### config.mk
export PLATFORM = sky130hd
export DESIGN_NAME = butterfly_pipe
export DESIGN_NICKNAME = d
export VERILOG_FILES = /design/src/rtl/butterfly_pkg.sv /design/src/rtl/bf_cmul.sv /design/src/rtl/butterfly_pipe.sv
export SDC_FILE = /design/constraint.sdc
export NUM_CORES = 2
export LEC_CHECK = 0
export CAP_MARGIN = 20
export CORE_MARGIN = 2
export CORE_UTILIZATION = 33
export CTS_BUF_LIST = sky130_fd_sc_hd__clkbuf_2
export DETAILED_ROUTE_END_ITERATION = 6
export PLACE_DENSITY = 0.6
export SLEW_MARGIN = 20
export SYNTH_ARGS = -nofsm -noshare
export SYNTH_HDL_FRONTEND = slang
export SYNTH_SLANG_ARGS = --single-unit
### constraint.sdc
create_clock -name clk -period 9.3 [get_ports clk]
set_input_delay 1.86 -clock clk [delete_from_list [all_inputs] [get_ports clk]]
set_output_delay 1.86 -clock clk [all_outputs]
set_load 0.03 [all_outputs]
### src/rtl/butterfly_pkg.sv
// Shared mode encodings and fixed-point helpers for the pipelined radix-2 butterfly.
package butterfly_pkg;

  localparam logic MODE_DIT = 1'b0;
  localparam logic MODE_DIF = 1'b1;

  typedef logic signed [63:0] wide_t;

  // Round half toward +inf, then arithmetic shift right; shift must be >= 1.
  function automatic wide_t round_shr(input wide_t value, input int unsigned shift);
    wide_t bias;
    bias = 64'sd1 <<< (shift - 1);
    return (value + bias) >>> shift;
  endfunction

  function automatic wide_t sat_w(input wide_t value, input int unsigned width);
    wide_t hi;
    wide_t lo;
    hi = (64'sd1 <<< (width - 1)) - 64'sd1;
    lo = -(64'sd1 <<< (width - 1));
    if (value > hi) return hi;
    if (value < lo) return lo;
    return value;
  endfunction

endpackage

### src/rtl/bf_cmul.sv
// Two-stage complex multiply a*b: registered partial products, then registered
// half-up round and sum. Advances only when en_i is high.
module bf_cmul
  import butterfly_pkg::*;
#(
  parameter int W_A  = 17,
  parameter int W_B  = 16,
  parameter int FRAC = 8
) (
  input  logic                    clk,
  input  logic                    rst,
  input  logic                    en_i,
  input  logic                    valid_i,
  input  logic signed [W_A-1:0]   a_r_i,
  input  logic signed [W_A-1:0]   a_i_i,
  input  logic signed [W_B-1:0]   b_r_i,
  input  logic signed [W_B-1:0]   b_i_i,
  output logic                    valid_o,
  output logic signed [W_B+1:0]   p_r_o,
  output logic signed [W_B+1:0]   p_i_o
);

  localparam int W_P = W_A + W_B;
  localparam int W_O = W_B + 2;

  logic signed [W_P-1:0] rr_q, ii_q, ri_q, ir_q;
  logic                  v1_q, v2_q;
  logic signed [W_O-1:0] p_r_q, p_i_q;

  always_ff @(posedge clk) begin
    if (rst) begin
      v1_q  <= 1'b0;
      v2_q  <= 1'b0;
      rr_q  <= '0;
      ii_q  <= '0;
      ri_q  <= '0;
      ir_q  <= '0;
      p_r_q <= '0;
      p_i_q <= '0;
    end else if (en_i) begin
      v1_q  <= valid_i;
      rr_q  <= W_P'(a_r_i) * W_P'(b_r_i);
      ii_q  <= W_P'(a_i_i) * W_P'(b_i_i);
      ri_q  <= W_P'(a_r_i) * W_P'(b_i_i);
      ir_q  <= W_P'(a_i_i) * W_P'(b_r_i);
      v2_q  <= v1_q;
      // Twiddles are bounded by |1.0|, so the rounded sum always fits W_B+2 bits.
      p_r_q <= W_O'(round_shr(64'(rr_q) - 64'(ii_q), FRAC));
      p_i_q <= W_O'(round_shr(64'(ri_q) + 64'(ir_q), FRAC));
    end
  end

  assign valid_o = v2_q;
  assign p_r_o   = p_r_q;
  assign p_i_o   = p_i_q;

endmodule

### src/rtl/butterfly_pipe.sv
// Three-stage pipelined radix-2 butterfly (DIT/DIF) with half-up rounding,
// optional /2 scaling and output saturation behind a valid/ready handshake.
module butterfly_pipe
  import butterfly_pkg::*;
#(
  parameter int W    = 16,
  parameter int FRAC = 8
) (
  input  logic         clk,
  input  logic         rst,
  input  logic         start,
  output logic         ready,
  input  logic         mode,
  input  logic         scale,
  input  logic [W-1:0] x1_r,
  input  logic [W-1:0] x1_i,
  input  logic [W-1:0] x2_r,
  input  logic [W-1:0] x2_i,
  input  logic [W-1:0] w_r,
  input  logic [W-1:0] w_i,
  output logic         y_valid,
  input  logic         y_ready,
  output logic [W-1:0] y1_r,
  output logic [W-1:0] y1_i,
  output logic [W-1:0] y2_r,
  output logic [W-1:0] y2_i,
  output logic         sat
);

  localparam int W_S = W + 1;
  localparam int W_T = W + 2;

  logic                  advance, accept;
  logic signed [W_S-1:0] ax1_r, ax1_i, ax2_r, ax2_i;
  logic signed [W_S-1:0] cm_a_r, cm_a_i, aux_r_d, aux_i_d;
  logic signed [W_S-1:0] s1_aux_r_q, s1_aux_i_q, s2_aux_r_q, s2_aux_i_q;
  logic                  s1_mode_q, s1_scale_q, s2_mode_q, s2_scale_q;
  logic                  t_valid;
  logic signed [W_T-1:0] t_r, t_i;
  wide_t                 pre [4];
  wide_t                 scl [4];
  logic [W-1:0]          y_d [4];
  logic [3:0]            clip;
  logic                  y_valid_q, sat_q;
  logic [W-1:0]          y_q [4];

  assign advance = !y_valid_q || y_ready;
  assign ready   = advance;
  assign accept  = start && advance;

  assign ax1_r = W_S'($signed(x1_r));
  assign ax1_i = W_S'($signed(x1_i));
  assign ax2_r = W_S'($signed(x2_r));
  assign ax2_i = W_S'($signed(x2_i));

  // The multiplier always starts at S1: it sees x2 for DIT and d = x1-x2 for DIF,
  // while the side path carries x1 (DIT) or s = x1+x2 (DIF) alongside it.
  always_comb begin
    if (mode == MODE_DIF) begin
      cm_a_r  = ax1_r - ax2_r;
      cm_a_i  = ax1_i - ax2_i;
      aux_r_d = ax1_r + ax2_r;
      aux_i_d = ax1_i + ax2_i;
    end else begin
      cm_a_r  = ax2_r;
      cm_a_i  = ax2_i;
      aux_r_d = ax1_r;
      aux_i_d = ax1_i;
    end
  end

  bf_cmul #(.W_A(W_S), .W_B(W), .FRAC(FRAC)) u_cmul (
    .clk     (clk),
    .rst     (rst),
    .en_i    (advance),
    .valid_i (accept),
    .a_r_i   (cm_a_r),
    .a_i_i   (cm_a_i),
    .b_r_i   ($signed(w_r)),
    .b_i_i   ($signed(w_i)),
    .valid_o (t_valid),
    .p_r_o   (t_r),
    .p_i_o   (t_i)
  );

  always_comb begin
    if (s2_mode_q == MODE_DIT) begin
      pre[0] = 64'(s2_aux_r_q) + 64'(t_r);
      pre[1] = 64'(s2_aux_i_q) + 64'(t_i);
      pre[2] = 64'(s2_aux_r_q) - 64'(t_r);
      pre[3] = 64'(s2_aux_i_q) - 64'(t_i);
    end else begin
      pre[0] = 64'(s2_aux_r_q);
      pre[1] = 64'(s2_aux_i_q);
      pre[2] = 64'(t_r);
      pre[3] = 64'(t_i);
    end
    for (int k = 0; k < 4; k++) begin
      scl[k]  = s2_scale_q ? round_shr(pre[k], 1) : pre[k];
      y_d[k]  = W'(sat_w(scl[k], W));
      clip[k] = (sat_w(scl[k], W) != scl[k]);
    end
  end

  always_ff @(posedge clk) begin
    if (rst) begin
      s1_aux_r_q <= '0;
      s1_aux_i_q <= '0;
      s2_aux_r_q <= '0;
      s2_aux_i_q <= '0;
      s1_mode_q  <= MODE_DIT;
      s2_mode_q  <= MODE_DIT;
      s1_scale_q <= 1'b0;
      s2_scale_q <= 1'b0;
      y_valid_q  <= 1'b0;
      sat_q      <= 1'b0;
      y_q        <= '{default: '0};
    end else if (advance) begin
      s1_aux_r_q <= aux_r_d;
      s1_aux_i_q <= aux_i_d;
      s1_mode_q  <= mode;
      s1_scale_q <= scale;
      s2_aux_r_q <= s1_aux_r_q;
      s2_aux_i_q <= s1_aux_i_q;
      s2_mode_q  <= s1_mode_q;
      s2_scale_q <= s1_scale_q;
      y_valid_q  <= t_valid;
      sat_q      <= t_valid && (|clip);
      if (t_valid) y_q <= y_d;
    end
  end

  assign y_valid = y_valid_q;
  assign sat     = sat_q;
  assign y1_r    = y_q[0];
  assign y1_i    = y_q[1];
  assign y2_r    = y_q[2];
  assign y2_i    = y_q[3];

endmodule

==> results by group <==
Floorplanning
  – Die height: 427 um
  – Core area: ~0.18 mm2
  – Die Wd: 427 um
  – FP Rows: between 150 and 200
  – Die area: between 0.15 and 0.2 mm2
  – I/O Pins: approximately 170
  – Initial Util: approximately a third

Finish
  – # fillers: approximately 18000
  – Final #Nets: approximately 9400
  – Layout area overhead: 17.5%
  – Layout cells sized above 1: between 10% and 20%

Clock network
  – Cts bufs inserted: 81
  – Clock slew at reported path FFs: 0.09 ns
  – H-Tree Depth: 3
  – CTS Buffer Depth: 3
  – Sink Count: 280
  – TritonCTS clock tree: yes
  – CTS Hold Bufs: 0
  – Skew-Pair Late Insertion Delay: 1.29 ns
  – Clk root buf: clkbuf_2

Timing
  – Min Hold Slack: 0.429 ns
  – Final Max Slew Viols: 0
  – Hold Violations, Final: 0
  – Final period utilization: between 90% and 100%
  – Final setup viols: 0
  – Relative slew slack: a little under a third
  – Post-route minimum period: between 9 and 10 ns
  – Worst Tran Pin Value: just over 1 ns
  – F_max: 110 MHz
  – Worst Skew: approximately 0.17 ns

Setup path
  – R2r endpoint: sat$_SDFFE_PP0N_
  – Crit path max fanout: 18
  – Critical Path Sink Type: register
  – Worst Path Arrival: 10.24 ns
  – Critical path origin: x2_i[8]
  – Most frequent cell on the critical path: xnor2_1
  – CP startpoint kind: primary input
  – Worst path slowest cell: clkdlybuf4s50_1
  – Launching point of the worst reg2reg path: s2_aux_i_q[0]$_SDFFE_PP0N_
  – Worst stage delay on the critical path: ~0.57 ns
  – Crit Path Class: in -> reg
  – R2r setup slk: 0.92 ns
  – R2R depth: 26
  – Worst Setup EP: u_cmul.ir_q[25]$_SDFFE_PP0N_
  – CP Data Required Time: approximately 10 ns

Detailed routing
  – Drt first pass iters: 6
  – Initial DRC count: approximately 3500
  – Via count: between 50000 and 60000
  – Detail Route Antenna Nets: 0
  – Final WL: just under 200000 um
  – Residual DRC count: 0
  – Via/cell ratio: ~5.2
  – Routed WL per cell: just under 20 um

Yosys
  – Yosys warning count: 0
  – Seq/Total Area, Yosys: 9.51%
  – Syn Nets: 8868
  – Post-Syn Area: between 0.05 and 0.06 mm2
  – Post-Syn Instances: ~7300
  – Unique masters post-synth: ~110
  – Async set-reset flop share out of synthesis: 0%
  – Prevailing post-synth register cell: dfxtp_1
  – Yosys top cell area share: 29.1%
  – #FFs+latches synth: between 200 and 300
  – Leading area contributor after synthesis: fa_1
  – Mean Syn Cell Area: approximately 8.1 um2
  – Synth top cells by count: inv_1 (1190), nand2_1 (1094), fa_1 (856)
  – Top post-synthesis cells by area: fa_1 (29%), ha_1 (13%), dfxtp_1 (9.5%)
  – Count leader, synth: inv_1
  – Post-synth EDFFs: 0

Global route
  – Number of global-route vias before repair: 54000
  – First-pass GRT wire length: 309000 um
  – GRT Overall Usage: a little over a fifth
  – Gr ovfl total: 0
  – Initial antenna violation count: 8
  – Largest net degree at the start of global routing: 133

Place
  – PortBufs: approximately 170
  – Post-DP HPWL: between 150000 and 200000 um
  – Final Wtd Congestion: 0.952

Outcome
  – Status: finished, final reports clean

Flow run
  – Max Cap Viol: 0

Worst hold path
  – Min-delay worst type: reg -> reg
through the flow:
stage | instance area, um2 | utilization [%] | setup WS (ns) | setup TNS, ns | instances
4_1_cts | 68700 | 38.6 | 0.0316 | 0 | 10200
5_1_grt | 69200 | 38.9 | -0.0493 | -0.0801 | 10200
3_5_place_dp | 68000 | 38.2 | -1.31 | -39.12 | 10100
6_report | 69200 | 38.9 | 0.181 | 0 | 10200
2_1_floorplan | 59200 | - | -0.0803 | -0.0803 | 7312
3_3_place_gp | 68000 | 38.2 | -1.21 | -35.54 | 10100
worst max-delay path, delay by kind of cell:
kind	cells	cell delay [ns]
adders and majority gates	7	3.28
xor gates and xnor gates	11	2.01
AOI/OAI and AO/OA	4	0.77
and+or+nand+nor	4	0.80
buffers and inverters	9	1.32
muxes	1	0.15
registers in the layout, summed over array words and instances (netlist names), 17 cells and up:
signal	count
u_cmul.ii_q	26
u_cmul.ir_q	26
u_cmul.ri_q	26
u_cmul.rr_q	26
u_cmul.p_i_o	18
u_cmul.p_r_o	18
s1_aux_i_q	17
s1_aux_r_q	17
s2_aux_i_q	17
s2_aux_r_q	17
layout by cell type, fill, tap and decap left out, drive strengths merged, types with 35 or more instances in the layout:
cell	Yosys	final
inv	1193	1196
nand2	1095	1095
fa	856	856
buf	63	677
ha	598	598
a21oi	383	383
nor2	376	376
and2	346	346
dfxtp	280	280
o21ai	185	185
xnor2	183	183
clkdlybuf4s50	0	162
nand3	125	125
nor2b	114	114
clkbuf	337	104
nor3	92	92
a211oi	69	69
nand2b	66	66
o211ai	62	62
xor2	58	58
a21o	55	55
or3	53	53
nor4	48	48
o31ai	40	40
a31oi	40	40
nand4	39	39
o21a	36	36
mux2i	35	35
per-layer routing:
layer	share of wire (%)	global-route usage (%)	up-vias
li1	-	-	24700
met1	43	28.5	26300
met2	47	36.5	1555
met3	5.5	2.53	335
met4	3.9	7.66	8
met5	0.050	0	-
cell families after synthesis:
family | after synthesis | synth area share, %
adder cells (fa/ha/maj) | 1454 | 41.8
AND/OR/NAND/NOR | 2512 | 20.5
multiplexers | 39 | 0.671
buffers and inverters | 1597 | 10.4
flip-flops | 280 | 9.51
AO/OA/AOI/OAI | 1186 | 13.4
XOR/XNOR | 244 | 3.70
area by class of cell:
type / count / area (um2) / area share, %
Multi-Input combinational cell: 5435 / 47900 / 69.3
Sequential cell: 280 / 5610 / 8.11
Antenna cell: 4 / 10.0 / 0.0145
Timing Repair Buffer: 843 / 7530 / 10.9
Clock inverter: 29 / 165 / 0.239
Clock buffer: 104 / 520 / 0.752
Tap cell: 2355 / 2950 / 4.26
Inverter: 1196 / 4500 / 6.50
what timing repair did:
action                     in CTS  in global routing
setup buffers                   0                 20
gates resized for setup         0                 88
setup endpoints to repair       0                 23
worst min-delay path by stage:
stage / startpoint / endpoint / slack, ns / depth (start not counted)
6_report: s1_aux_r_q[14]$_SDFFE_PP0N_ / s2_aux_r_q[14]$_SDFFE_PP0N_ / 0.43 / 2
5_1_grt: s1_mode_q$_SDFFE_PP0N_ / s2_mode_q$_SDFFE_PP0N_ / 0.47 / 2
4_1_cts: s1_aux_r_q[14]$_SDFFE_PP0N_ / s2_aux_r_q[14]$_SDFFE_PP0N_ / 0.44 / 2
3_5_place_dp: s1_mode_q$_SDFFE_PP0N_ / s2_mode_q$_SDFFE_PP0N_ / 0.44 / 2
3_3_place_gp: y1_r[15]$_SDFFE_PP0P_ / y1_r[15]$_SDFFE_PP0P_ / 0.44 / 2
2_1_floorplan: s1_aux_i_q[13]$_SDFFE_PP0N_ / s1_aux_i_q[13]$_SDFFE_PP0N_ / 0.42 / 2
Power is not shown: default switching activity piles up to over one toggle a cycle in this logic, so the estimate is an artifact.
